<file path="config.mk">
export PLATFORM = sky130hd
export DESIGN_NAME = ram_loader
export DESIGN_NICKNAME = d
export VERILOG_FILES = /design/src/rtl/ram_loader.sv
export SDC_FILE = /design/constraint.sdc
export NUM_CORES = 1
export LEC_CHECK = 0
export ABC_CLOCK_PERIOD_IN_PS = 2800
export CAP_MARGIN = 10
export CORE_MARGIN = 2
export CORE_UTILIZATION = 35
export CTS_CLUSTER_DIAMETER = 150
export CTS_CLUSTER_SIZE = 16
export DETAILED_ROUTE_END_ITERATION = 8
export DONT_BUFFER_PORTS = 1
export PLACE_DENSITY_LB_ADDON = 0.1
export SYNTH_ARGS = -nofsm -noshare
export SYNTH_HDL_FRONTEND = slang
export SYNTH_SLANG_ARGS = --single-unit
</file>
<file path="constraint.sdc">
create_clock -name clock -period 2.8 [get_ports clock]
set_clock_uncertainty 0.1 [all_clocks]
set_input_delay 0.14 -clock clock [delete_from_list [all_inputs] [get_ports clock]]
set_output_delay 0.14 -clock clock [all_outputs]
set_load 0.05 [all_outputs]
</file>
<file path="src/rtl/ram_loader.sv">
// ram_loader: program-mode sequencer for the SAP RAM. Debounces the store and
// set-address buttons and emits one write strobe per store press, auto-incrementing the address.
`default_nettype none

module ram_loader #(
    parameter int DEBOUNCE_CYCLES = 500000
) (
    input  logic       clock,
    input  logic       clear,
    input  logic       prog_run,
    input  logic       key_store,
    input  logic       key_set_addr,
    input  logic [3:0] switch_enderecos,
    input  logic [7:0] switch_dados,
    output logic [3:0] prog_address,
    output logic [7:0] prog_data,
    output logic       prog_we,
    output logic [3:0] cur_address,
    output logic       busy,
    output logic       wrapped
);

    localparam int            CNT_W    = $clog2(DEBOUNCE_CYCLES + 1);
    localparam logic [CNT_W-1:0] CNT_LAST = CNT_W'(DEBOUNCE_CYCLES - 1);

    typedef enum logic [2:0] {
        IDLE     = 3'd0,
        SET_ADDR = 3'd1,
        WRITE    = 3'd2,
        INC      = 3'd3,
        WAIT_REL = 3'd4
    } state_t;

    logic [1:0] key_raw;
    logic [1:0] level;
    logic [1:0] press;

    assign key_raw = {key_set_addr, key_store};

    // Bit 0 is the store button, bit 1 the set-address button.
    for (genvar i = 0; i < 2; i++) begin : g_btn
        logic             sync1_q;
        logic             sync2_q;
        logic             lvl_q;
        logic             lvl_prev_q;
        logic [CNT_W-1:0] cnt_q;

        always_ff @(posedge clock) begin
            if (clear) begin
                sync1_q    <= 1'b1;
                sync2_q    <= 1'b1;
                lvl_q      <= 1'b1;
                lvl_prev_q <= 1'b1;
                cnt_q      <= '0;
            end else begin
                sync1_q    <= key_raw[i];
                sync2_q    <= sync1_q;
                lvl_prev_q <= lvl_q;
                if (sync2_q == lvl_q) begin
                    cnt_q <= '0;
                end else if (cnt_q == CNT_LAST) begin
                    lvl_q <= sync2_q;
                    cnt_q <= '0;
                end else begin
                    cnt_q <= cnt_q + 1'b1;
                end
            end
        end

        assign level[i] = lvl_q;
        assign press[i] = lvl_prev_q & ~lvl_q;
    end

    state_t     state_q;
    logic [3:0] addr_q;
    logic [3:0] addr_d;
    logic [7:0] data_q;
    logic       wrapped_q;

    assign addr_d = addr_q + 4'd1;

    always_ff @(posedge clock) begin
        if (clear) begin
            state_q   <= IDLE;
            addr_q    <= '0;
            data_q    <= '0;
            wrapped_q <= 1'b0;
        end else if (prog_run) begin
            // Run mode aborts any sequence without touching the address.
            state_q <= IDLE;
        end else begin
            case (state_q)
                IDLE: begin
                    if (press[1]) begin
                        state_q <= SET_ADDR;
                    end else if (press[0]) begin
                        state_q <= WRITE;
                        data_q  <= switch_dados;
                    end
                end
                SET_ADDR: begin
                    addr_q    <= switch_enderecos;
                    wrapped_q <= 1'b0;
                    state_q   <= WAIT_REL;
                end
                WRITE: begin
                    state_q <= INC;
                end
                INC: begin
                    addr_q <= addr_d;
                    if (addr_q == 4'hF) begin
                        wrapped_q <= 1'b1;
                    end
                    state_q <= WAIT_REL;
                end
                WAIT_REL: begin
                    if (&level) begin
                        state_q <= IDLE;
                    end
                end
                default: begin
                    state_q <= IDLE;
                end
            endcase
        end
    end

    assign prog_we      = (state_q == WRITE) && !prog_run;
    assign busy         = (state_q != IDLE);
    assign prog_address = addr_q;
    assign cur_address  = addr_q;
    assign prog_data    = data_q;
    assign wrapped      = wrapped_q;

endmodule

`default_nettype wire

</file>
Word level (Yosys, flattened, before mapping)
Cells that the tools add are included.
{"block": "word_totals", "ff_bits": 62, "word_cells": 60, "in_bits": 17}
{"block": "op_classes", "n_mux": 7, "eq_ne": 12, "addsub": 3, "n_bitwise": 8, "n_reduce_logical": 16}
{"operator": "adder 19 x 1 -> 19 bit (second input constant)", "count": 2}
{"operator": "== test 19 bit (second input constant)", "count": 2}
{"operator": "one-hot mux 3 bit (4 select lines)", "count": 1}
{"operator": "AND reduction 2 bit", "count": 5}
{"operator": "two-way mux 3 bit", "count": 3}
{"operator": "one-hot mux 4 bit (2 select lines)", "count": 1}
{"operator": "== test 3 x 2 -> 1 bit (second input constant)", "count": 2}
{"operator": "inverter 1 bit", "count": 6}
{"operator": "OR reduction 3 bit", "count": 2}
{"operator": "adder 4 x 1 -> 4 bit (second input constant)", "count": 1}
{"operator": "== test 4 bit (second input constant)", "count": 1}
{"operator": "inequality test 2 bit (second input constant)", "count": 2}
{"operator": "AND reduction 4 bit", "count": 1}
{"operator": "OR reduction 2 bit", "count": 2}
{"operator": "== test 3 x 1 -> 1 bit (second input constant)", "count": 1}
{"operator": "== test 3 bit (second input constant)", "count": 1}
{"operator": "zero test 3 bit", "count": 1}
{"operator": "inequality test 3 bit (second input constant)", "count": 1}
{"operator": "AND reduction 3 bit", "count": 1}
{"operator": "nonzero test 3 bit", "count": 1}
{"operator": "bitwise AND 1 bit", "count": 2}
{"operator": "== test 1 bit", "count": 2}
{"operator": "one-hot mux 1 bit (2 select lines)", "count": 1}
{"operator": "nonzero test 2 bit", "count": 1}
{"operator": "3 further kinds", "count": 3}

Depth between registers and ports, before layout
Gate-level depths: netlist of the first run.
{"block": "logic_depth", "ltp_word": 5, "ltp_mapped": 7, "ltp_nobuf": 5}

Worst setup path after synthesis of the first run
Ideal clock, no wire load.
{"block": "synth_path", "path_kind": "register to register", "from": "register g_btn[0].cnt_q[0]", "to": "register g_btn[0].cnt_q[10]", "setup_time_ps": 117, "t_arrival_ps": 1620, "path_slack_ps": 963, "n_path_buf": 2, "path_stages_with_launch": 8, "path_cell_list": "dfxtp_1 -> ha_1 -> and4_1 -> clkbuf_1 -> nand3_1 -> o21bai_2 -> buf_2 -> nor2_1"}
{"block": "synth_via", "elab_chain_cells": 2, "elab_cells_between_ends": 3, "cone_classes": "add/sub (1); eq/ne (1); reduce/logical (1)"}
{"element": "start: declaration", "line_no": "46", "source": "logic [CNT_W-1:0] cnt_q;"}
{"element": "start signal: assignment", "line_no": "65", "source": "cnt_q <= cnt_q + 1'b1;"}
{"element": "parallel branches: the longest is 2 deep, another holds adder 19 x 1 -> 19 bit"}
Parallel ways; which one is timed is not known.
A chain may end at the register's enable or synchronous reset.

Worst setup path in the final report of the first run
{"block": "layout_path", "from": "input prog_run", "to": "register data_q[0] (netlist: prog_data[0])"}
{"block": "layout_via", "elab_chain_cells": 2}
{"element": "start: declaration", "line_no": "10", "source": "input logic prog_run,"}
{"element": "inverter 1 bit (no source line)"}
{"element": "AND reduction 4 bit (no source line)"}
{"element": "end signal: assignment", "line_no": "98", "source": "data_q <= switch_dados;"}
{"element": "end: declaration", "line_no": "77", "source": "logic [7:0] data_q;"}
Every way passes these cells.

==> results of run 1 <==
==> worst reg2reg max path, stage by stage, from the launching register on <==
cell,delay (ns)
dfxtp_1,0.34
or3_4,0.43
nor4_4,0.66
mux2i_1,0.26
nor2_1,0.05
dlygate4sd3_1,0.58
==> power by group through the flow <==
| stage | Clock [mW] | Combinational, mW | Sequential, mW |
|---|---|---|---|
| final | 0.958 | 0.0371 | 0.887 |
| after global routing | 1.03 | 0.0411 | 0.887 |
| after CTS | 0.985 | 0.0376 | 0.886 |
| after detailed placement | 0 | 0.0167 | 0.907 |
| after global placement | 0 | 0.0169 | 0.907 |
| after floorplan | 0 | 0.0170 | 0.907 |
==> metal layers <==
| metal | global-route usage, % | routed length (microns) | vias to the layer above |
|---|---|---|---|
| li1 | - | - | 1104 |
| met1 | 17.33 | 2630 | 943 |
| met2 | 20.07 | 2254 | 47 |
| met3 | 3.417 | 250 | 12 |
| met4 | 7.090 | 120 | 0 |
| met5 | 0 | 0 | - |
==> stage by stage <==
stage | hold WS, ns | instance area, sq um | setup WS [ns] | util, % | power [mW]
after floorplan | 0.1193 | 2739 | 0.9628 | - | 0.9237
after global placement | 0.1147 | 2839 | 0.7934 | 37.12 | 0.9239
after detailed placement | 0.1146 | 2839 | 0.7440 | 37.12 | 0.9238
after CTS | 0.06527 | 3236 | 0.2828 | 42.31 | 1.909
after global routing | 0.09427 | 3236 | 0.1541 | 42.31 | 1.958
final | 0.07475 | 3236 | 0.2706 | 42.31 | 1.882
==> synth_stat cells (all sizes together) (3+ instances only) <==
cell,n
a21oi,12
and4,6
buf,7
clkbuf,8
dfxtp,62
ha,3
inv,7
mux2i,10
nand2,19
nand3,18
nand4,12
nor2,46
nor3,6
nor4,5
nor4b,4
o21ai,8
o31ai,4
or2,6
or3,9
or4,4
xnor2,9
xor2,18
==> state kept, by name, summed over array words and instances (netlist names) <==
| signal | flops |
|---|---|
| g_btn.sync2_q | 2 |
| prog_data | 8 |
| wrapped | 1 |
| g_btn.lvl_prev_q | 2 |
| g_btn.lvl_q | 2 |
| g_btn.cnt_q | 38 |
| cur_address | 4 |
| g_btn.sync1_q | 2 |
| state_q | 3 |
==> worst max-delay path by stage <==
stage	end	slack, ns	cells after the start
2_1_floorplan	g_btn[0].cnt_q[10]	0.96	7
3_3_place_gp	g_btn[1].cnt_q[12]	0.79	5
3_5_place_dp	g_btn[1].cnt_q[7]	0.74	5
4_1_cts	prog_data[0]	0.28	5
5_1_grt	prog_data[0]	0.15	5
6_report	prog_data[0]	0.27	6
==> logic make-up (layout without fill, tap and decap cells) <==
group	Yosys count	after routing	synth area share, %
mux	10	10	3.655
xor+xnor	27	27	8.634
compound gates	36	36	8.635
buf+inv	22	45	3.883
simple gates	144	144	28.51
fa+ha+maj	3	3	1.371
flops	62	62	45.32
==> cell type report <==
| type | count | area share (%) |
|---|---|---|
| Tap cell | 102 | 3.944 |
| Multi-Input combinational cell | 220 | 43.00 |
| Clock inverter | 7 | 3.790 |
| Sequential cell | 62 | 38.36 |
| Clock buffer | 9 | 3.828 |
| Inverter | 7 | 0.8121 |
| Timing Repair Buffer | 22 | 6.264 |
==> results.sh, run 1 <==
export IMPL_synthArstFlopShare_pct=0
export IMPL_max_stage_delay_ns=0.66
export IMPL_drive_above_1_share_pct=12.84
export IMPL_ys_types=46
export IMPL_drtIter0Drc=125
export IMPL_reg2reg_slack_ns=0.28
export IMPL_synth_ff_type="dfxtp_1"
export IMPL_period_minus_slack_ns=2.529
export IMPL_grt_pass1_vias=2031
export IMPL_grt_max_degree=26
export IMPL_vias_per_cell=4.909
export IMPL_syn_inst=304
export IMPL_clkPwrFrac_pct=50.9
export IMPL_multiInputGateArea_sq_um=1391
export IMPL_p_switching_mw=0.3830
export IMPL_irDropWorstVdd_v=0.0003494
export IMPL_min_path_cells=3
export IMPL_dieWidth_microns=92.46
export IMPL_ys_seq_elements=62
export IMPL_fillers=758
export IMPL_tns_ns=0
export IMPL_area_growth_pct=18.14
export IMPL_worstPathRequired_ns=2.93
export IMPL_syn_area_sq_um=2739
export IMPL_maxSlewViolCount=0
export IMPL_critPathMostFrequentCell="dlygate4sd3_1"
export IMPL_drc=0
export IMPL_total_leakage_power_nw=1.002
export IMPL_power_frac_comb_pct=2.0
export IMPL_cts_tree="built"
export IMPL_switching_share_pct=20.35
export IMPL_setup_violations=0
export IMPL_routedWlPerCell_microns=12.25
export IMPL_htree_levels=3
export IMPL_hp_start="switch_enderecos[3]"
export IMPL_yosys_area_top_type="dfxtp_1"
export IMPL_synth_nets=324
export IMPL_crit_start="prog_run"
export IMPL_clkLatencyLatePin_ns=0.34
export IMPL_hold_buffers=15
export IMPL_r2r_cells=5
export IMPL_rsz0062_at_grt="false"
export IMPL_cp_max_fo=8
export IMPL_synth_edf_count=0
export IMPL_intPower_mw=1.499
export IMPL_synth_area_top_cells="dfxtp_1 45%, nor2_1 6.3%, xor2_1 5.8%, mux2i_1 3.7%, nand3_1 3.3%"
export IMPL_most_common_layout_cells="62 x dfxtp_1, 46 x nor2_1, 19 x nand2_1, 18 x nand3_1, 18 x xor2_1"
export IMPL_cp_start_kind="primary input"
export IMPL_grt_overflow=0
export IMPL_postCtsSetupRepairBufs=0
export IMPL_cap_violations=0
export IMPL_power_density_nw_per_um2=581.7
export IMPL_final_common_cell="dfxtp_1"
export IMPL_grtUsageTotal_pct=13.28
export IMPL_antenna_found_initial=0
export IMPL_timing_rr_end="prog_data[0]"
export IMPL_yosysWarnings=0
export IMPL_syn_area_per_cell_sq_um=9.009
export IMPL_die_area_sq_um=8549
export IMPL_fin_nets=342
export IMPL_slowest_stage="nor4_4"
export IMPL_diodes=0
export IMPL_final_cells=429
export IMPL_cp_top_family="buffers and inverters"
export IMPL_grt_pass1_wl_microns=9135
export IMPL_clkTransAtPathRegs_ns=0.07
export IMPL_dp_cells=398
export IMPL_outcome="completed"
export IMPL_hpwl_microns=3607
export IMPL_cts_root_buf="clkbuf_8"
export IMPL_pwr_share_seq_pct=47.1
export IMPL_relSlewSlack_pct=43.06
export IMPL_numPortBuffers=0
export IMPL_ant_nets=0
export IMPL_tightest_slew_ns=0.8513
export IMPL_hold_class="primary input to flop"
export IMPL_reg2reg_from="state_q[2]"
export IMPL_gp_congestion=0.7213
export IMPL_yosys_area_top_type_share_pct=45.32
export IMPL_crit_type="primary input to flop"
export IMPL_ios=36
export IMPL_regArea_sq_um=1241
export IMPL_numCtsBuffers=9
export IMPL_critical_path_cell_chain="dlygate4sd3_1, or3_4, nor4_4, mux2i_1, nor2_1, dlygate4sd3_1"
export IMPL_die_h_microns=92.46
export IMPL_clk_path_buf_depth=2
export IMPL_core_sq_um=7647
export IMPL_timing_fmax_mhz=395.4
export IMPL_drt_total_wl_microns=5256
export IMPL_dr_pass1_iters=4
export IMPL_period_share_pct=90.34
export IMPL_path_buf_inv=2
export IMPL_crit_arrival_ns=2.66
export IMPL_hold_end="cur_address[3]"
export IMPL_yosysSeqAreaShare_pct=45.32
export IMPL_rows=32
export IMPL_cp_end_kind="flop"
export IMPL_vias=2106
export IMPL_cts_repair_resized=0
export IMPL_clock_sinks=62
export IMPL_initial_core_util_pct=35.81
export IMPL_hold_violations=0
Note: power is estimated with default switching activity, not from simulation.
==> inputs of run 2 (changes only) <==
--- a/config.mk
+++ b/config.mk
@@ -8,7 +8,7 @@
 export ABC_CLOCK_PERIOD_IN_PS = 2800
 export CAP_MARGIN = 10
 export CORE_MARGIN = 2
-export CORE_UTILIZATION = 35
+export CORE_UTILIZATION = 40
 export CTS_CLUSTER_DIAMETER = 150
 export CTS_CLUSTER_SIZE = 16
 export DETAILED_ROUTE_END_ITERATION = 8
==> run 2 against run 1 <==
Against the previous run: flip-flop and latch count is the same; sequential power is essentially flat; combinational power shrank 2%; die area shrank 12%; routed wire length is essentially flat; sequential share of layout area grew 0.66 points; fmax grew 17%; core utilization grew 5.0 points; critical path type is now flop to flop.
==> results.sh, run 2 (synthesized netlist as in run 1, its figures left out) <==
export IMPL_outcome="completed"
export IMPL_r2r_cells=5
export IMPL_cts_tree="built"
export IMPL_clock_sinks=62
export IMPL_initial_core_util_pct=40.76
export IMPL_relSlewSlack_pct=42.79
export IMPL_cp_max_fo=10
export IMPL_tightest_slew_ns=0.8553
export IMPL_p_switching_mw=0.3513
export IMPL_area_growth_pct=16.13
export IMPL_cap_violations=0
export IMPL_diodes=0
export IMPL_cp_start_kind="flop"
export IMPL_vias_per_cell=5.253
export IMPL_clkPwrFrac_pct=48.2
export IMPL_clkTransAtPathRegs_ns=0.07
export IMPL_vias=2138
export IMPL_clk_path_buf_depth=2
export IMPL_cts_repair_resized=0
export IMPL_numCtsBuffers=9
export IMPL_max_stage_delay_ns=0.58
export IMPL_period_share_pct=77.11
export IMPL_reg2reg_slack_ns=0.64
export IMPL_total_leakage_power_nw=0.9933
export IMPL_use_met2_pct=22.10
export IMPL_fin_nets=342
export IMPL_hp_start="switch_enderecos[3]"
export IMPL_clkLatencyLatePin_ns=0.33
export IMPL_fin_area_sq_um=3181
export IMPL_power_total_mw=1.784
export IMPL_grt_overflow=0
export IMPL_crit_type="flop to flop"
export IMPL_antenna_found_initial=0
export IMPL_most_common_layout_cells="62 x dfxtp_1, 46 x nor2_1, 19 x nand2_1, 18 x nand3_1, 18 x xor2_1"
export IMPL_grt_use_met1_pct=21.40
export IMPL_ios=36
export IMPL_hold_class="primary input to flop"
export IMPL_top_usage_layer="met2"
export IMPL_routedWlPerCell_microns=12.92
export IMPL_critical_path_cell_chain="nor3b_2, o21ai_0, a22oi_1, nor2_1, dlygate4sd3_1"
export IMPL_drt_total_wl_microns=5257
export IMPL_irDropWorstVdd_v=0.0003153
export IMPL_grt_max_degree=26
export IMPL_numPortBuffers=0
export IMPL_grt_met3_usage_pct=3.714
export IMPL_final_common_cell="dfxtp_1"
export IMPL_drtIter0Drc=120
export IMPL_power_density_nw_per_um2=560.9
export IMPL_crit_arrival_ns=2.28
export IMPL_largest_register_ffs=38
export IMPL_rsz0062_at_grt="false"
export IMPL_pwr_share_seq_pct=49.7
export IMPL_cts_root_buf="clkbuf_8"
export IMPL_switching_share_pct=19.69
export IMPL_cp_end_kind="flop"
export IMPL_grtUsageTotal_pct=15.36
export IMPL_slowest_stage="dlygate4sd3_1"
export IMPL_timing_rr_end="cur_address[2]"
export IMPL_power_frac_comb_pct=2.0
export IMPL_die_h_microns=86.75
export IMPL_setup_violations=0
export IMPL_hpwl_microns=3437
export IMPL_htree_levels=3
export IMPL_intPower_mw=1.433
export IMPL_core_sq_um=6719
export IMPL_hold_end="cur_address[3]"
export IMPL_largest_register="g_btn.cnt_q"
export IMPL_hold_violations=0
export IMPL_grt_pass1_wl_microns=9149
export IMPL_ant_nets=0
export IMPL_worstPathRequired_ns=2.92
export IMPL_rows=30
export IMPL_die_area_sq_um=7525
export IMPL_tns_ns=0
export IMPL_timing_fmax_mhz=463.1
export IMPL_place_area_sq_um=2804
export IMPL_drive_above_1_share_pct=11.62
export IMPL_drc=0
export IMPL_dr_pass1_iters=4
export IMPL_gp_congestion=0.7636
export IMPL_postCtsSetupRepairBufs=0
export IMPL_dieWidth_microns=86.75
export IMPL_grt_pass1_vias=1996
export IMPL_min_path_cells=3
export IMPL_reg2reg_from="state_q[0]"
export IMPL_period_minus_slack_ns=2.159
export IMPL_maxSlewViolCount=0
export IMPL_whs_ns=0.04987
[run 2: layout make-up]
| cell class | count | area (sq um) |
|---|---|---|
| clock buffer | 13 | 148.9 |
| timing repair buffer | 22 | 205.2 |
| inverter | 7 | 26.28 |
| tap | 80 | 100.1 |
| fill | 630 | 3538 |
| multi-input combinational | 220 | 1391 |
| sequential | 62 | 1241 |
| clock inverter | 3 | 67.56 |
[run 2: worst max path at each step]
stage | startpoint | end | slack [ns] | cells after the start
finish | state_q[0] | cur_address[2] | 0.64 | 5
global route | g_btn[1].cnt_q[0] | g_btn[1].cnt_q[10] | 0.51 | 5
CTS | g_btn[1].cnt_q[15] | g_btn[1].cnt_q[14] | 0.65 | 4
detailed placement | g_btn[1].cnt_q[15] | g_btn[1].cnt_q[11] | 0.66 | 4
global placement | g_btn[1].cnt_q[16] | g_btn[1].cnt_q[12] | 0.70 | 4
floorplan | g_btn[0].cnt_q[0] | g_btn[0].cnt_q[10] | 0.96 | 7
[run 2: power by group through the flow]
stage	registers (mW)	clock network [mW]	logic, mW
after floorplan	0.907	0	0.0170
after global placement	0.907	0	0.0160
after detailed placement	0.907	0	0.0161
after CTS	0.887	0.890	0.0370
after global routing	0.887	0.930	0.0401
final	0.887	0.860	0.0365
[run 2: repair_timing]
item | 4_1_cts | 5_1_grt
setup endpoints to repair | 0 | 0
endpoints found under the hold margin | 28 | 0
hold buffers | 16 | 0
[run 2: critical path, delay by kind of cell, from the launching register on]
kind / cells / cell delay [ns]
buffers and inverters: 1 / 0.58
AO/OA/AOI/OAI: 2 / 0.37
flip-flops: 1 / 0.39
AND/OR/NAND/NOR: 2 / 0.61
[run 2: per-stage QoR]
stage	instances	utilization (%)	setup WS, ns
floorplan	304	-	0.9628
global placement	375	41.73	0.6984
detailed placement	375	41.73	0.6584
CTS	407	47.34	0.6505
global route	407	47.34	0.5068
finish	407	47.34	0.6408
[run 2: metal layers]
layer | routed length (microns) | up-vias
met3 | 199 | 8
met1 | 2697 | 967
met5 | 0 | -
met2 | 2271 | 56
li1 | - | 1107
met4 | 89 | 0
==> inputs of run 3 (changes only) <==
--- a/config.mk
+++ b/config.mk
@@ -5,7 +5,7 @@
 export SDC_FILE = /design/constraint.sdc
 export NUM_CORES = 1
 export LEC_CHECK = 0
-export ABC_CLOCK_PERIOD_IN_PS = 2800
+export ABC_CLOCK_PERIOD_IN_PS = 1900
 export CAP_MARGIN = 10
 export CORE_MARGIN = 2
 export CORE_UTILIZATION = 40
==> constraint.sdc (replaced) <==
create_clock -name clock -period 1.9 [get_ports clock]
set_clock_uncertainty 0.1 [all_clocks]
set_input_delay 0.095 -clock clock [delete_from_list [all_inputs] [get_ports clock]]
set_output_delay 0.095 -clock clock [all_outputs]
set_load 0.05 [all_outputs]
==> run 3 against run 2 <==
Against the previous run: core utilization increased by 2.4 points; power increased by 43%; non-clock buffer count up 21; highest routed layer unchanged; count of clock-buffer cells in the layout shrank 1; critical path type unchanged.
==> results.sh, run 3 (synthesized netlist as in run 1, its figures left out) <==
export IMPL_irDropWorstVdd_v=0.0003487
export IMPL_tightest_slew_ns=0.8560
export IMPL_clk_path_buf_depth=2
export IMPL_cp_end_kind="flop"
export IMPL_drtIter0Drc=114
export IMPL_fin_util_pct=49.72
export IMPL_cts_root_buf="clkbuf_8"
export IMPL_routedWlPerCell_microns=12.54
export IMPL_dr_pass1_iters=4
export IMPL_htree_levels=3
export IMPL_cp_max_fo=10
export IMPL_slowest_stage="or4b_2"
export IMPL_cp_start_kind="flop"
export IMPL_outcome="completed"
export IMPL_power_density_nw_per_um2=765.6
export IMPL_core_sq_um=6719
export IMPL_timing_fmax_mhz=565.9
export IMPL_period_share_pct=93.01
export IMPL_setup_ws_ns=0.1328
export IMPL_reg2reg_slack_ns=0.13
export IMPL_cts_tree="built"
export IMPL_hold_class="primary input to flop"
export IMPL_hold_end="cur_address[3]"
export IMPL_die_area_sq_um=7525
export IMPL_clkLatencyLatePin_ns=0.33
export IMPL_p_switching_mw=0.5145
export IMPL_path_buf_inv=1
export IMPL_crit_type="flop to flop"
export IMPL_grt_pass1_wl_microns=9666
export IMPL_multiInputGateArea_sq_um=1396
export IMPL_grt_pass1_vias=2156
export IMPL_tns_ns=0
export IMPL_numPortBuffers=0
export IMPL_hpwl_microns=3711
export IMPL_hold_violations=0
export IMPL_switching_share_pct=20.12
export IMPL_whs_ns=0.01936
export IMPL_r2r_cells=5
export IMPL_vias=2212
export IMPL_fillers=645
export IMPL_vias_per_cell=5.180
export IMPL_power_frac_comb_pct=2.3
export IMPL_grt_overflow=0
export IMPL_gp_congestion=0.7778
export IMPL_timing_rr_end="g_btn[1].cnt_q[3]"
export IMPL_pwr_share_seq_pct=51.1
export IMPL_clkTransAtPathRegs_ns=0.07
export IMPL_most_common_layout_cells="62 x dfxtp_1, 46 x nor2_1, 26 x buf_4, 19 x nand2_1"
export IMPL_max_stage_delay_ns=0.65
export IMPL_largest_register_ffs=38
export IMPL_clock_sinks=62
export IMPL_clkPwrFrac_pct=46.6
export IMPL_ant_nets=0
export IMPL_ios=36
export IMPL_final_common_cell="dfxtp_1"
export IMPL_power_total_mw=2.558
export IMPL_drt_total_wl_microns=5356
export IMPL_reg2reg_from="g_btn[1].cnt_q[16]"
export IMPL_rsz0062_at_grt="false"
export IMPL_worstPathRequired_ns=2.02
export IMPL_place_ws_ns=0.1336
export IMPL_maxSlewViolCount=0
export IMPL_hp_start="prog_run"
export IMPL_total_leakage_power_nw=1.109
export IMPL_fin_nets=363
export IMPL_period_minus_slack_ns=1.767
export IMPL_antenna_found_initial=0
export IMPL_drive_above_1_share_pct=17.87
export IMPL_cap_violations=0
export IMPL_regArea_sq_um=1241
export IMPL_setup_violations=0
export IMPL_rows=30
export IMPL_top_layer_used="met4"
export IMPL_grt_max_degree=26
export IMPL_diodes=0
export IMPL_crit_arrival_ns=1.89
export IMPL_m1WireLength_microns=2839
export IMPL_min_path_cells=4
export IMPL_initial_core_util_pct=40.76
export IMPL_postCtsSetupRepairBufs=0
export IMPL_intPower_mw=2.043
export IMPL_routed_wl_met2_microns=2253
export IMPL_relSlewSlack_pct=42.93
export IMPL_largest_register="g_btn.cnt_q"
export IMPL_die_h_microns=86.75
export IMPL_dieWidth_microns=86.75
export IMPL_grtUsageTotal_pct=15.81
export IMPL_cp_top_family="simple AND/OR/NAND/NOR gates"
export IMPL_area_growth_pct=21.97
export IMPL_drc=0
export IMPL_wl_met3_microns=205
export IMPL_numCtsBuffers=9
export IMPL_critical_path_cell_chain="nand3_1, or4b_2, o21bai_2, buf_4, nor2_1"
[run 3: cell types whose count changed in the layout (fill, tap and decap cells not counted), sizes merged]
cell,before,now
buf,6,27
clkinv,0,1
dlymetal6s4s,0,1
clkbuf,13,12
bufinv,2,1
dlygate4sd3,16,15
[run 3: final cells by class]
type	count	share of cell area, %
Multi-Input combinational cell	220	41.80
Clock buffer	12	4.944
Tap cell	80	2.996
Clock inverter	3	1.273
Inverter	7	0.7865
Sequential cell	62	37.15
Timing Repair Buffer	43	11.05
[run 3: power groups by stage]
stage	Combinational, mW	Clock (mW)	Sequential, mW
3_5_place_dp	0.0260	0	1.34
5_1_grt	0.0651	1.29	1.31
4_1_cts	0.0594	1.23	1.31
6_report	0.0594	1.19	1.31
2_1_floorplan	0.0251	0	1.34
3_3_place_gp	0.0255	0	1.34
[run 3: metrics by stage]
stage / cells / cell area, sq um
finish: 427 / 3341
global route: 427 / 3341
CTS: 427 / 3329
detailed placement: 396 / 2962
global placement: 396 / 2962
floorplan: 304 / 2739
[run 3: worst max path at each step]
stage                       start            endpoint  slack (ns)  cells after the start
2_1_floorplan   g_btn[0].cnt_q[0]  g_btn[0].cnt_q[10]        0.06                      7
3_3_place_gp   g_btn[1].cnt_q[16]  g_btn[1].cnt_q[14]        0.16                      5
3_5_place_dp   g_btn[1].cnt_q[16]   g_btn[1].cnt_q[3]        0.13                      5
4_1_cts                     clear   g_btn[0].cnt_q[5]         0.1                      6
5_1_grt        g_btn[0].cnt_q[10]  g_btn[0].cnt_q[17]       0.008                      4
6_report       g_btn[1].cnt_q[16]   g_btn[1].cnt_q[3]        0.13                      5
[run 3: layer usage]
metal	global-route usage, %	vias to the layer above
li1	-	1151
met1	22.64	1013
met2	22.87	43
met3	4.476	5
met4	5.114	0
met5	0	-
[run 3: worst register-to-register path: cells and delay by family (launching register included)]
| kind | cells | cell delay, ns |
|---|---|---|
| buffers and inverters | 1 | 0.19 |
| and+or+nand+nor | 3 | 0.83 |
| DFF | 1 | 0.36 |
| AOI/OAI and AO/OA | 1 | 0.17 |
[run 3: what timing repair did]
item | CTS | global route
resized for setup | 0 | 3
endpoints found under the hold margin | 28 | 0
hold buffers | 16 | 0
endpoints found under the setup margin | 0 | 16
